--- config.mk ---
export PLATFORM = sky130hd
export DESIGN_NAME = mem_arbiter
export DESIGN_NICKNAME = d
export VERILOG_FILES = /design/src/rtl/mem_arbiter.sv
export SDC_FILE = /design/constraint.sdc
export NUM_CORES = 1
export LEC_CHECK = 0
export CAP_MARGIN = 20
export CORE_AREA = 2 2 112 114
export CTS_CLUSTER_SIZE = 12
export DETAILED_ROUTE_END_ITERATION = 7
export DIE_AREA = 0 0 114 116
export DONT_BUFFER_PORTS = 1
export PLACE_DENSITY = 0.4
export SETUP_SLACK_MARGIN = 0.5
export SKIP_CTS_REPAIR_TIMING = 1
export SLEW_MARGIN = 25
export SYNTH_ARGS = -nofsm -noshare
export SYNTH_HDL_FRONTEND = slang
export SYNTH_SLANG_ARGS = --single-unit
--- constraint.sdc ---
create_clock -name clk -period 4 [get_ports clk]
set_input_delay 0.6 -clock clk [delete_from_list [all_inputs] [get_ports clk]]
set_output_delay 0.6 -clock clk [all_outputs]
set_load 0.03 [all_outputs]
--- src/rtl/mem_arbiter.sv ---
// mem_arbiter: shares the single MEM port between the cache (CPU) and a DMA
// requester, one transaction at a time, with a bus watchdog that converts a
// hung transaction into NXM.
//
// Build option: define MEM_ARB_RR_EN for round-robin conflict resolution.
// Without it, DMA wins every conflict (fixed priority).
module mem_arbiter #(
  parameter int TIMEOUT = 255,
  parameter int TOBITS  = 8,
  parameter int PADDR   = 18,
  parameter int WORD    = 36
) (
  input  logic             clk,
  input  logic             reset,
  // CPU (cache) side
  input  logic [PADDR-1:0] cpu_addr,
  input  logic [WORD-1:0]  cpu_write_data,
  input  logic             cpu_read,
  input  logic             cpu_write,
  output logic [WORD-1:0]  cpu_read_data,
  output logic             cpu_read_ack,
  output logic             cpu_write_ack,
  output logic             cpu_nxm,
  // DMA side
  input  logic [PADDR-1:0] dma_addr,
  input  logic [WORD-1:0]  dma_write_data,
  input  logic             dma_read,
  input  logic             dma_write,
  output logic [WORD-1:0]  dma_read_data,
  output logic             dma_read_ack,
  output logic             dma_write_ack,
  output logic             dma_nxm,
  // MEM side
  output logic [PADDR-1:0] mem_addr,
  output logic [WORD-1:0]  mem_write_data,
  output logic             mem_read,
  output logic             mem_write,
  input  logic [WORD-1:0]  mem_read_data,
  input  logic             mem_read_ack,
  input  logic             mem_write_ack,
  input  logic             mem_nxm,
  // current or most recent owner, 1 = DMA
  output logic             grant_dma
);

  typedef enum logic [1:0] {
    IDLE    = 2'd0,
    OWN_CPU = 2'd1,
    OWN_DMA = 2'd2
  } state_t;

  // Watchdog value seen during the TIMEOUT-th owned cycle (counter starts at 0).
  localparam logic [TOBITS-1:0] WD_LAST = TOBITS'(TIMEOUT - 1);
  localparam logic [TOBITS-1:0] WD_MAX  = {TOBITS{1'b1}};

  state_t            state_r;
  logic              grant_dma_r;
  logic [TOBITS-1:0] wd_r;

  logic cpu_pend_s;
  logic dma_pend_s;
  logic own_pend_s;
  logic timeout_s;
  logic resp_s;
  logic dma_wins_s;

  assign cpu_pend_s = cpu_read | cpu_write;
  assign dma_pend_s = dma_read | dma_write;
  assign resp_s     = mem_read_ack | mem_write_ack | mem_nxm;
  assign grant_dma  = grant_dma_r;

`ifdef MEM_ARB_RR_EN
  // Set once any grant has been made since reset; until then CPU wins a conflict.
  logic granted_once_r;

  // Track whether grant_dma reflects a real previous grant.
  always_ff @(posedge clk) begin
    if (reset) begin
      granted_once_r <= 1'b0;
    end else if (state_r == IDLE && (cpu_pend_s || dma_pend_s)) begin
      granted_once_r <= 1'b1;
    end else begin
      granted_once_r <= granted_once_r;
    end
  end

  // Round robin: the side that did not own the previous grant wins.
  always_comb begin
    dma_wins_s = granted_once_r & ~grant_dma_r;
  end
`else
  // Fixed priority: DMA always wins a conflict.
  always_comb begin
    dma_wins_s = 1'b1;
  end
`endif

  // Owner strobe status and watchdog expiry for the current owned cycle.
  always_comb begin
    own_pend_s = 1'b0;
    timeout_s  = 1'b0;
    case (state_r)
      OWN_CPU: begin
        own_pend_s = cpu_pend_s;
        timeout_s  = (wd_r >= WD_LAST);
      end
      OWN_DMA: begin
        own_pend_s = dma_pend_s;
        timeout_s  = (wd_r >= WD_LAST);
      end
      default: begin
        own_pend_s = 1'b0;
        timeout_s  = 1'b0;
      end
    endcase
  end

  // Ownership FSM, grant record and saturating watchdog counter.
  always_ff @(posedge clk) begin
    if (reset) begin
      state_r     <= IDLE;
      grant_dma_r <= 1'b0;
      wd_r        <= {TOBITS{1'b0}};
    end else begin
      case (state_r)
        IDLE: begin
          wd_r <= {TOBITS{1'b0}};
          if (dma_pend_s && (!cpu_pend_s || dma_wins_s)) begin
            state_r     <= OWN_DMA;
            grant_dma_r <= 1'b1;
          end else if (cpu_pend_s) begin
            state_r     <= OWN_CPU;
            grant_dma_r <= 1'b0;
          end else begin
            state_r     <= IDLE;
            grant_dma_r <= grant_dma_r;
          end
        end
        OWN_CPU, OWN_DMA: begin
          grant_dma_r <= grant_dma_r;
          if (timeout_s || resp_s || !own_pend_s) begin
            // response, watchdog NXM or abort ends the transaction
            state_r <= IDLE;
            wd_r    <= wd_r;
          end else begin
            state_r <= state_r;
            if (wd_r != WD_MAX) begin
              wd_r <= wd_r + TOBITS'(1);
            end else begin
              wd_r <= wd_r;
            end
          end
        end
        default: begin
          state_r     <= IDLE;
          grant_dma_r <= grant_dma_r;
          wd_r        <= {TOBITS{1'b0}};
        end
      endcase
    end
  end

  // MEM port mux and response steering; everything quiet in IDLE and reset.
  always_comb begin
    mem_addr       = {PADDR{1'b0}};
    mem_write_data = {WORD{1'b0}};
    mem_read       = 1'b0;
    mem_write      = 1'b0;
    cpu_read_data  = {WORD{1'b0}};
    cpu_read_ack   = 1'b0;
    cpu_write_ack  = 1'b0;
    cpu_nxm        = 1'b0;
    dma_read_data  = {WORD{1'b0}};
    dma_read_ack   = 1'b0;
    dma_write_ack  = 1'b0;
    dma_nxm        = 1'b0;
    case (state_r)
      OWN_CPU: begin
        mem_addr       = cpu_addr;
        mem_write_data = cpu_write_data;
        if (reset) begin
          cpu_nxm = 1'b0;
        end else if (timeout_s) begin
          // watchdog cycle: strobes withheld, NXM reported to the owner
          cpu_nxm = 1'b1;
        end else begin
          cpu_read_data = mem_read_data;
          mem_write     = cpu_write;
          mem_read      = cpu_read & ~cpu_write;
          cpu_read_ack  = mem_read_ack & cpu_pend_s;
          cpu_write_ack = mem_write_ack & cpu_pend_s;
          cpu_nxm       = mem_nxm & cpu_pend_s;
        end
      end
      OWN_DMA: begin
        mem_addr       = dma_addr;
        mem_write_data = dma_write_data;
        if (reset) begin
          dma_nxm = 1'b0;
        end else if (timeout_s) begin
          dma_nxm = 1'b1;
        end else begin
          dma_read_data = mem_read_data;
          mem_write     = dma_write;
          mem_read      = dma_read & ~dma_write;
          dma_read_ack  = mem_read_ack & dma_pend_s;
          dma_write_ack = mem_write_ack & dma_pend_s;
          dma_nxm       = mem_nxm & dma_pend_s;
        end
      end
      default: begin
        mem_read  = 1'b0;
        mem_write = 1'b0;
      end
    endcase
  end

endmodule
== After elaboration in Yosys (flattened, before gate mapping) ==
Index checks and enable logic that the tools add are counted.
Widths: inputs -> output; s select.
Operators by class
  magnitude comparators: 1
  equality and inequality tests: 4
  add/sub/neg operators: 1
  muxes and demuxes: 42
  reductions and logical operators: 9
  bitwise operators: 16
Operators by type and width (count)
  $mux 36: 4
  $pmux 36 s2: 1
  $pmux 18 s2: 1
  $mux 1: 30
  $add 8x1->8 const B: 1
  $and 1x1->1: 8
  $ge 8x8->1 const B: 1
  $ne 8x8->1 const B: 1
  $pmux 1 s2: 3
  $mux 2: 2
  $not 1->1: 4
  $or 1x1->1: 4
  $pmux 2 s2: 1
  $reduce_and 2->1: 2
  $reduce_or 2->1: 2
  $eq 2x1->1 const B: 1
  $eq 2x2->1 const B: 1
  $logic_not 2->1: 1
  $logic_or 1x1->1: 2
  $ne 2x1->1 const B: 1
  $reduce_bool 2->1: 1
  $logic_not 1->1: 1
Storage, ports and cells
  input bits: 153
  logic and storage cells: 76
  register bits: 11

== Longest topological paths before layout ==
  word-level depth: 7
  depth in mapped cells: 8

== Worst setup path after synthesis ==
Ideal clock, no wire load.
  path type: register -> output
  start point: reg state_r[0]
  end point: out mem_write
  data required time: 3.400 ns
  cell stages (with the launch flop): 7
  setup slack: 1.480 ns
  arrival time: 1.920 ns
  path buffers: 2
  path through: dfxtp_1 -> inv_1 -> ha_1 -> clkbuf_1 -> buf_1 -> a22oi_1 -> nor3_1
Between the ends
  word-level cells in the longest chain between the ends: 6
RTL lines
  start, declared: RTL line 56  | state_t state_r;
  start signal, assigned: RTL line 146  | state_r <= state_r;
  $eq 2x1->1 / $eq 2x2->1 (equally long branches): RTL line 102, 177
  $reduce_or 2->1 (no source line)
  $mux 1
  $mux 1, on equally long branches: RTL line 200, 183
  $mux 1, on equally long branches: RTL line 198, 181
  $pmux 1 s2 (*): RTL line 177  | case (state_r)
  end, declared: RTL line 37  | output logic mem_write,
Mark *: on every way between the ends. The rest lies on a longest branch, timed or not.

== Worst setup path after layout ==
  start point: reg state_r[1]
  end point: out mem_write_data[7]
Between the ends
  word-level cells in the longest chain between the ends: 2
RTL lines
  $eq 2x2->1 / $eq 2x1->1 (equally long branches): RTL line 177
  $pmux 36 s2 (*): RTL line 177
  end, declared: RTL line 35  | output logic [WORD-1:0] mem_write_data,
Marks and branches as above.

==> impl_results.md <==
* Status: finished clean
* Initial core utilization at 0.1733
* Row count at 40
* Syn Inst Count at 303
* Setup CP Type: reg2out
* Slew margin rel. at 0.5169
* Num CTS Buffers at 3
* Crit path buffers/inverters at 2
* Clk sinks at 11
* #FFs+latches synth at 11
* Chip height at 116 µm
* Design area at 2564 µm²
* DRT Pass-1 Iters at 4
* Yosys warning count at 0
* EDFF count, synth at 0
* Hold slack at 0.4279 ns
* Max-Cap Viols at 0
* First-pass GRT wire length at 11,140 µm
* Initial antenna violation count at 0
* Crit path launch type: flip-flop
* Pwr Density at 210.4 nW/µm²
* Grt total ovfl at 0
* Crit path DAT at 2.37 ns
* Die ar. at 13,220 µm²
* Die Width at 114 µm
* RePlAce Congestion at 0.7618
* Vias at 2,361
* Worst-Skew Late Latency at 0.24 ns
* Final setup margin at 1.033 ns
* Final min period at 2.967 ns
* Starting DRC count in detailed routing at 121
* RSZ-0062 raised after global routing: no
* Antenna Cells at 0
* Sequential element share of the synthesized area at 0.1067
* Final worst path period share at 0.7418
* Cell Area, Synth at 2064 µm²
* Mean Syn Cell Area at 6.813 µm²
* Total track usage at 0.1048
* Mean routed wirelength per cell at 18.30 µm
* Final HPWL from detailed placement at 7130 µm
* CTS Buffer Depth at 2
* Worst hold path stage count at 1
* CP max stage cell: ha_2
* Final Slew Violations at 0
* Total core area at 11,910 µm²
* Post-synth cell types at 37
* Fraction of layout cells with a size suffix above 1 at 0.1852
* Data required, critical path at 3.40 ns
* I/O pin cnt at 288
* Setup Skew at 0.0005800 ns
* Fmax at 337.0 MHz
* Syn-to-layout area delta at 24.18%
* CTS tree: yes
* Setup TNS at 0 ns
* Antenna Violating Nets Remaining at 0
* Final Hold Vio Count at 0
* Critical Path Stages at 5
* Leakage power at 0.9074 nW
* Fill cells at 1,332
* Synth async-reset ratio at 0
* Crit Path Max Fanout at 36
* H-tree Lvls at 1
* Crit end category: output port
* Worst Reg2Reg Path Length in Cells at 7
* Vias per cell at 5.013
* Vias in the first global route at 2,080
* Crit-path cells: inv_1 > ha_2 > buf_4 > a22oi_1 > nor2b_1
* Largest net degree at the start of global routing at 58
* Setup violators final at 0
* Class of the worst hold path: in2reg
* Synthesized net count at 461
* CTS root buffer: clkbuf_16
* CP top delay family: adder cells
* Primary FF master, synth: dfxtp_1
* Place WS at 1.280 ns
* Total wire length at 8620 µm
* Port Buffers at 0
* Slew @ Worst Pin at 0.7232 ns
* Slowest cell delay on critical path at 0.63 ns
* # nets final at 483
* Clk slew on worst S/H paths at 0.04 ns
* # DRC at 0
* Peak supply drop at 0.0001902 V
* Placed Area at 2485 µm²
* Design Power at 0.5394 mW
-- final cells by class --
class / count / area, µm² / area share
timing repair buffer: 46 / 345.3 / 0.1347
sequential: 11 / 220.2 / 0.08590
clock buffer: 4 / 78.83 / 0.03075
inverter: 4 / 15.01 / 0.005857
multi-input combinational: 259 / 1720 / 0.6711
tap: 147 / 183.9 / 0.07174
-- worst paths after layout --
path	slack [ns]	endpoint	start
max	1.03	mem_write_data[7]	state_r[1]$_SDFFE_PP0P_
min	0.43	state_r[1]$_SDFFE_PP0P_	reset
max reg2reg	1.62	wd_r[5]$_SDFFE_PP0P_	state_r[0]$_SDFFE_PP0P_
min reg2reg	0.49	state_r[1]$_SDFFE_PP0P_	state_r[1]$_SDFFE_PP0P_
-- logic make-up (layout without fill, tap and decap cells) --
family / Yosys count / after routing / share of synthesized area
buffers and inverters: 33 / 54 / 0.06242
AO/OA/AOI/OAI: 85 / 85 / 0.2933
flip-flops: 11 / 11 / 0.1067
adder cells (fa/ha/maj): 5 / 5 / 0.03030
AND/OR/NAND/NOR: 169 / 169 / 0.5073
-- worst reg2reg max path: cells and delay by family (launching register included) --
kind / cells / cell delay (ns)
flops: 1 / 0.35
compound gates: 2 / 0.32
fa+ha+maj: 1 / 0.30
buf+inv: 2 / 0.46
simple gates: 2 / 0.88
-- layout by cell type (no fill, tap or decap), drive strengths merged, types with 3 or more instances in the layout --
master and instances:
and2 73, a22oi 55, nor2b 55, buf 46
a21oi 11, dfxtp 11, nand2 9, and3 6
nand3 5, o21ai 5, ha 5, inv 4
nor2 4, clkbuf 4, nor3 3, nand2b 3
o21a 3, o31ai 3, or3 3
-- report_power, final --
group | switching [mW] | leakage, nW | internal [mW]
combinational | 0.166 | 0.780 | 0.0758
clock | 0.0475 | 0.0382 | 0.134
sequential | 0.00391 | 0.0892 | 0.113
-- synth_stat cells (all sizes together) (4+ instances only) --
master,number,area share
ha,5,0.030
nand3,5,0.012
clkbuf,19,0.035
o21ai,5,0.014
nor2,4,0.0073
a22oi,55,0.20
and2,73,0.22
a21oi,11,0.027
dfxtp,11,0.11
nor2b,55,0.17
buf,10,0.020
and3,6,0.019
nand2,9,0.016
inv,4,0.0073
-- flip-flops by register name, indices dropped and copies added (netlist names) --
| signal | cells |
|---|---|
| state_r | 2 |
| grant_dma | 1 |
| wd_r | 8 |
-- metrics by stage --
step,instances,utilization
floorplan,303,-
global placement,467,0.2086
detailed placement,467,0.2086
CTS,471,0.2152
global route,471,0.2152
finish,471,0.2152
-- per-layer routing --
layer / global-route usage / routed length (µm) / vias up
met5: 0 / 0 / -
met4: 0.007317 / 7 / 0
met3: 0.02406 / 778 / 2
met2: 0.1810 / 4402 / 141
met1: 0.1398 / 3431 / 1111
li1: - / - / 1107
(Power assumes the default switching activity.)
